File: config.mk
export PLATFORM = sky130hd
export DESIGN_NAME = load_store_unit
export DESIGN_NICKNAME = d
export VERILOG_FILES = /design/src/rtl/load_store_unit.sv
export SDC_FILE = /design/constraint.sdc
export NUM_CORES = 1
export LEC_CHECK = 0
export BUFFER_PORTS_ARGS = -buffer_cell sky130_fd_sc_hd__buf_2
export CAP_MARGIN = 30
export CORE_ASPECT_RATIO = 0.9
export CORE_UTILIZATION = 52
export DETAILED_ROUTE_END_ITERATION = 10
export PLACE_DENSITY = 0.86
export SYNTH_ARGS = -nofsm -noshare
export SYNTH_HDL_FRONTEND = slang
export SYNTH_SLANG_ARGS = --single-unit
File: constraint.sdc
create_clock -name clk -period 4.04 [get_ports clk]
set_clock_uncertainty 0.05 [all_clocks]
set_input_delay 0.202 -clock clk [delete_from_list [all_inputs] [get_ports clk]]
set_output_delay 0.202 -clock clk [all_outputs]
set_load 0.005 [all_outputs]
File: src/rtl/load_store_unit.sv
// load_store_unit
//   Bridges the RV32I EXECUTE stage to a synchronous word-wide RAM. It takes
//   one load or store at a time. Each access becomes one word-aligned RAM
//   transaction with byte write enables. For a load, the unit waits out the
//   RAM read latency. It then returns the extended load data, or the store
//   completion, on a one-cycle response pulse.
//
// Ports
//   clk, resetn        clock; synchronous active-low reset
//   req_valid/ready    request handshake (see below)
//   req_is_store       1 = store, 0 = load
//   req_funct3         RV32I width/sign code
//   req_addr           byte address
//   req_wdata          store data
//   rsp_valid          one-cycle completion pulse
//   rsp_rdata          extended load data; 0 for stores and errors
//   rsp_error          misaligned or illegal funct3, qualified by rsp_valid
//   mem_addr           word-aligned RAM address, held between accesses
//   mem_rstrb          one-cycle read strobe
//   mem_wdata          replicated store data, held between accesses
//   mem_wmask          one-cycle byte write enables
//   mem_rdata          RAM read data, valid MEM_LATENCY cycles after mem_rstrb
//   dbg_state          current FSM state (IDLE=0, ISSUE=1, WAIT=2, RESP=3)
//
// Handshake: a request transfers in a cycle where req_valid and req_ready
// are both high. req_ready is high only in IDLE and only while resetn is
// high. There is no buffering, so req_valid is ignored whenever req_ready
// is low. The response is a single-cycle rsp_valid pulse with no
// back-pressure.
module load_store_unit #(
  parameter int ADDR_WIDTH  = 32,
  parameter int MEM_LATENCY = 1
) (
  input  logic                  clk,
  input  logic                  resetn,
  input  logic                  req_valid,
  output logic                  req_ready,
  input  logic                  req_is_store,
  input  logic [2:0]            req_funct3,
  input  logic [ADDR_WIDTH-1:0] req_addr,
  input  logic [31:0]           req_wdata,
  output logic                  rsp_valid,
  output logic [31:0]           rsp_rdata,
  output logic                  rsp_error,
  output logic [ADDR_WIDTH-1:0] mem_addr,
  output logic                  mem_rstrb,
  output logic [31:0]           mem_wdata,
  output logic [3:0]            mem_wmask,
  input  logic [31:0]           mem_rdata,
  output logic [1:0]            dbg_state
);

  typedef enum logic [1:0] {IDLE = 2'd0, ISSUE = 2'd1, WAIT = 2'd2, RESP = 2'd3} state_t;

  // WAIT lasts MEM_LATENCY cycles; its last cycle is the one where mem_rdata is valid.
  localparam logic [1:0] LAST_WAIT = 2'(MEM_LATENCY - 1);

  state_t                  state_q, state_d;
  logic                    is_store_q, is_store_d;
  logic [2:0]              funct3_q, funct3_d;
  logic [1:0]              off_q, off_d;
  logic                    err_q, err_d;
  logic [1:0]              cnt_q, cnt_d;
  logic [31:0]             rdata_q, rdata_d;
  logic [ADDR_WIDTH-1:0]   mem_addr_q, mem_addr_d;
  logic [31:0]             mem_wdata_q, mem_wdata_d;
  logic [3:0]              wmask_c;
  logic                    req_bad;

  // Illegal funct3 for the access type, or an address not aligned to the access size.
  function automatic logic bad_request(input logic st, input logic [2:0] f3, input logic [1:0] a);
    logic illegal;
    logic misaligned;
    illegal    = st ? (f3[2] || f3[1:0] == 2'b11)
                    : (f3 == 3'b011 || f3 == 3'b110 || f3 == 3'b111);
    misaligned = (f3[1:0] == 2'b01 && a[0]) || (f3[1:0] == 2'b10 && a != 2'b00);
    return illegal || misaligned;
  endfunction

  function automatic logic [31:0] extract(input logic [31:0] w, input logic [2:0] f3,
                                          input logic [1:0] off);
    logic [7:0]  b;
    logic [15:0] h;
    logic [31:0] r;
    b = 8'(w >> {off, 3'b000});
    h = off[1] ? w[31:16] : w[15:0];
    case (f3)
      3'b000:  r = {{24{b[7]}}, b};
      3'b001:  r = {{16{h[15]}}, h};
      3'b100:  r = {24'd0, b};
      3'b101:  r = {16'd0, h};
      default: r = w;
    endcase
    return r;
  endfunction

  assign req_bad = bad_request(req_is_store, req_funct3, req_addr[1:0]);

  always_comb begin
    wmask_c = 4'b0000;
    case (funct3_q[1:0])
      2'b00:   wmask_c = 4'b0001 << off_q;
      2'b01:   wmask_c = off_q[1] ? 4'b1100 : 4'b0011;
      2'b10:   wmask_c = 4'b1111;
      default: wmask_c = 4'b0000;
    endcase
  end

  always_ff @(posedge clk) begin
    if (!resetn) begin
      state_q     <= IDLE;
      is_store_q  <= 1'b0;
      funct3_q    <= 3'd0;
      off_q       <= 2'd0;
      err_q       <= 1'b0;
      cnt_q       <= 2'd0;
      rdata_q     <= 32'd0;
      mem_addr_q  <= '0;
      mem_wdata_q <= 32'd0;
    end else begin
      state_q     <= state_d;
      is_store_q  <= is_store_d;
      funct3_q    <= funct3_d;
      off_q       <= off_d;
      err_q       <= err_d;
      cnt_q       <= cnt_d;
      rdata_q     <= rdata_d;
      mem_addr_q  <= mem_addr_d;
      mem_wdata_q <= mem_wdata_d;
    end
  end

  always_comb begin
    state_d     = state_q;
    is_store_d  = is_store_q;
    funct3_d    = funct3_q;
    off_d       = off_q;
    err_d       = err_q;
    cnt_d       = cnt_q;
    rdata_d     = rdata_q;
    mem_addr_d  = mem_addr_q;
    mem_wdata_d = mem_wdata_q;
    case (state_q)
      IDLE: begin
        if (req_valid) begin
          is_store_d = req_is_store;
          funct3_d   = req_funct3;
          off_d      = req_addr[1:0];
          err_d      = req_bad;
          // Rejected requests never reach the RAM, so the held bus values stay put.
          if (!req_bad) begin
            mem_addr_d = {req_addr[ADDR_WIDTH-1:2], 2'b00};
            if (req_is_store) begin
              case (req_funct3[1:0])
                2'b00:   mem_wdata_d = {4{req_wdata[7:0]}};
                2'b01:   mem_wdata_d = {2{req_wdata[15:0]}};
                default: mem_wdata_d = req_wdata;
              endcase
            end
          end
          state_d = ISSUE;
        end
      end
      ISSUE: begin
        rdata_d = 32'd0;
        if (err_q || is_store_q) begin
          state_d = RESP;
        end else begin
          cnt_d   = 2'd0;
          state_d = WAIT;
        end
      end
      WAIT: begin
        if (cnt_q == LAST_WAIT) begin
          rdata_d = extract(mem_rdata, funct3_q, off_q);
          state_d = RESP;
        end else begin
          cnt_d = cnt_q + 2'd1;
        end
      end
      RESP: begin
        state_d = IDLE;
      end
      default: state_d = IDLE;
    endcase
  end

  assign req_ready = (state_q == IDLE) && resetn;
  assign mem_rstrb = (state_q == ISSUE) && !is_store_q && !err_q;
  assign mem_wmask = ((state_q == ISSUE) && is_store_q && !err_q) ? wmask_c : 4'b0000;
  assign mem_addr  = mem_addr_q;
  assign mem_wdata = mem_wdata_q;
  assign rsp_valid = (state_q == RESP);
  assign rsp_rdata = rsp_valid ? rdata_q : 32'd0;
  assign rsp_error = rsp_valid && err_q;
  assign dbg_state = state_q;

endmodule

==> out/qor.yml <==
synth-async-reset-ratio_pct: 0
drive_above_1_share_pct: 30.8
vias: 5136
clk_pin_slew_ns: 0.11
status: "complete, no violations"
antenna_left: 0
place_ws_ns: 1.48
setup_ws_ns: 1.44
required_ns: 4.30
ios: 209
holdWs_ns: 0.0180
vias_per_cell: 5.58
reg2reg_from: "dbg_state[0]$_SDFFE_PN0P_"
grt_overflow: 0
fmax_mhz: 384
p_leak_nw: 3.18
cts_tree: "built"
rrSetupSlack_ns: 1.44
worstPathArrival_ns: 2.86
grt_use_total_pct: 27.7
routedWlPerCell_um: 15.6
die_h_um: 95.6
min_delay_worst_endpoint: "mem_addr[19]$_SDFFE_PN0P_"
stdcell_area_mm2: 0.00638
place.gp.congestion: 0.851
slew_headroom_pct: 32.4
mostFrequentLayoutCell: "buf_2"
htreeDepth: 3
endpoint_kind: "flip-flop"
cts_buffers: 9
routed_wl_mm: 14.4
syn_area_mm2: 0.00507
crit_chain: "inv_1 -> ha_1 -> and2_1 -> nand2_1 -> a2111oi_4 -> a221o_2"
max_stage_delay_ns: 0.88
ys_ff_latch: 105
syn_area_per_cell_um2: 8.26
die_w_um: 106
cp-start-kind: "flip-flop"
synth_cells: 613
finalPower_mw: 2.60
final_cell_count_no_fill: 920
grt_start_max_net_pins: 110
finalHoldViolCount: 0
first_pass_iters: 5
io_buffers: 206
placed_area_mm2: 0.00602
root_buffer: "clkbuf_8"
num_rows: 33
post_cts_resized: 0
setup_violations: 0
critical_path.top_delay_family: "compound AO/OA/AOI/OAI gates"
seq_area_frac_synth_pct: 41.5
r2r_end: "rdata_q[25]$_SDFFE_PN0P_"
ys.flop_type: "dfxtp_1"
grt_setup_unrepaired: "no"
clock_path_buffers: 2
synth_edf_count: 0
yosys_warnings: 0
fin_tns_setup_ns: 0
hpwl_mm: 10.1
synthToLayoutAreaGrowth_pct: 26.0
clock_sinks: 105
n_fill_cell: 765
maxSlewViolCount: 0
initial_core_util_pct: 54.5
ff2ff_path_depth: 6
vdd_drop_max_mv: 0.265
antenna_found_initial: 1
cap_violations: 0
die_area_mm2: 0.0101
hp-start: "req_addr[19]"
clkLatencyLatePin_ns: 0.36
finalWorstPathRequiredPeriod_ns: 2.60
worstPathMaxFanout: 16
drc_errors: 0
critical_path_buf_inv_count: 1
slowest_stage: "a2111oi_4"
hold_depth: 3
critical_path_class: "flip-flop to flip-flop"
placed_cells: 889
max_slew.worst_pin.slew_ns: 1.01
grt_first_pass_wirelength_mm: 22.4
layout.nets: 902
drtIter0Drc: 242
synth.distinct_cells: 42
coreArea_mm2: 0.00929
power_density_mw_per_mm2: 407
hp-class: "primary input to flip-flop"
grt_pass1_vias: 4657
final_cell_mix: "205 x buf_2, 105 x dfxtp_1, 104 x nand2_1"
diodes: 0
utilization_pct: 68.7
finalCritPeriodShare_pct: 64.4
-- worst min-delay path, delay by kind of cell --
kind | cells | cell delay, ns
simple gates | 1 | 0.04
buf+inv | 1 | 0.09
compound gates | 1 | 0.06
-- cells by family (layout without fill, tap and decap cells) --
group                      after synthesis  count (layout)  share of synthesized area [%]
other                                    1               2                         0.0740
buffers and inverters                   66             250                           5.78
muxes                                   20              20                           3.95
adders and majority gates                6               6                           1.48
DFF                                    105             105                           41.5
AOI/OAI and AO/OA                      181             181                           24.9
and+or+nand+nor                        234             234                           22.4
-- layer usage --
metal,vias up,share of wire (%),GRT usage (%)
li1,2516,-,-
met1,2381,40,32.3
met2,225,51,50.2
met3,14,7.4,7.45
met4,0,1.2,7.64
met5,-,0,0
-- where the power goes --
group	total (mW)	switching, mW	internal (mW)	leakage [nW]
logic	0.708	0.412	0.296	2.22
registers	1.24	0.0909	1.15	0.851
clock network	0.652	0.404	0.249	0.104
total	2.60	0.906	1.69	3.18
-- cell usage after synthesis (10+ instances only) --
cell type    n  area (um^2)
a21o_1      14          105
a21oi_1     23          115
a221o_2     16          180
and2_1      36          225
buf_2       18         90.1
clkbuf_1    29          109
dfxtp_1    105         2100
inv_1       10         37.5
mux2i_1     20          200
nand2_1    104          390
nand3_1     55          275
o211a_1     17          170
o21ai_0     79          395
-- sequential cells by signal, summed over array words and instances (netlist names) --
name        cells
mem_wdata      32
rdata_q        32
mem_addr       30
funct3_q        3
cnt_q           2
dbg_state       2
off_q           2
err_q           1
is_store_q      1
-- repair_timing --
item                       in CTS  in global routing
hold endpoints to repair       14                  0
setup endpoints to repair       0                  0
hold buffers                   14                  0
setup buffers                   0                  0
-- how the worst max path moves through the flow --
stage / from / to / slack, ns / depth (start not counted)
floorplan: dbg_state[0]$_SDFFE_PN0P_ / rdata_q[29]$_SDFFE_PN0P_ / 2.00 / 8
global route: dbg_state[0]$_SDFFE_PN0P_ / rdata_q[23]$_SDFFE_PN0P_ / 1.29 / 6
finish: dbg_state[0]$_SDFFE_PN0P_ / rdata_q[25]$_SDFFE_PN0P_ / 1.44 / 6
detailed placement: dbg_state[0]$_SDFFE_PN0P_ / rdata_q[25]$_SDFFE_PN0P_ / 1.48 / 6
global placement: dbg_state[0]$_SDFFE_PN0P_ / rdata_q[16]$_SDFFE_PN0P_ / 1.69 / 6
CTS: dbg_state[0]$_SDFFE_PN0P_ / rdata_q[25]$_SDFFE_PN0P_ / 1.42 / 6
-- area by class of cell --
type / instances / area [um^2] / area share (%)
Multi-Input combinational cell: 443 / 2680 / 41.9
Inverter: 10 / 37.5 / 0.588
Tap cell: 122 / 153 / 2.39
Clock buffer: 9 / 124 / 1.94
Sequential cell: 105 / 2100 / 32.9
Timing Repair Buffer: 224 / 1200 / 18.9
Clock inverter: 7 / 86.3 / 1.35
Power figures use the tool's default switching activity.
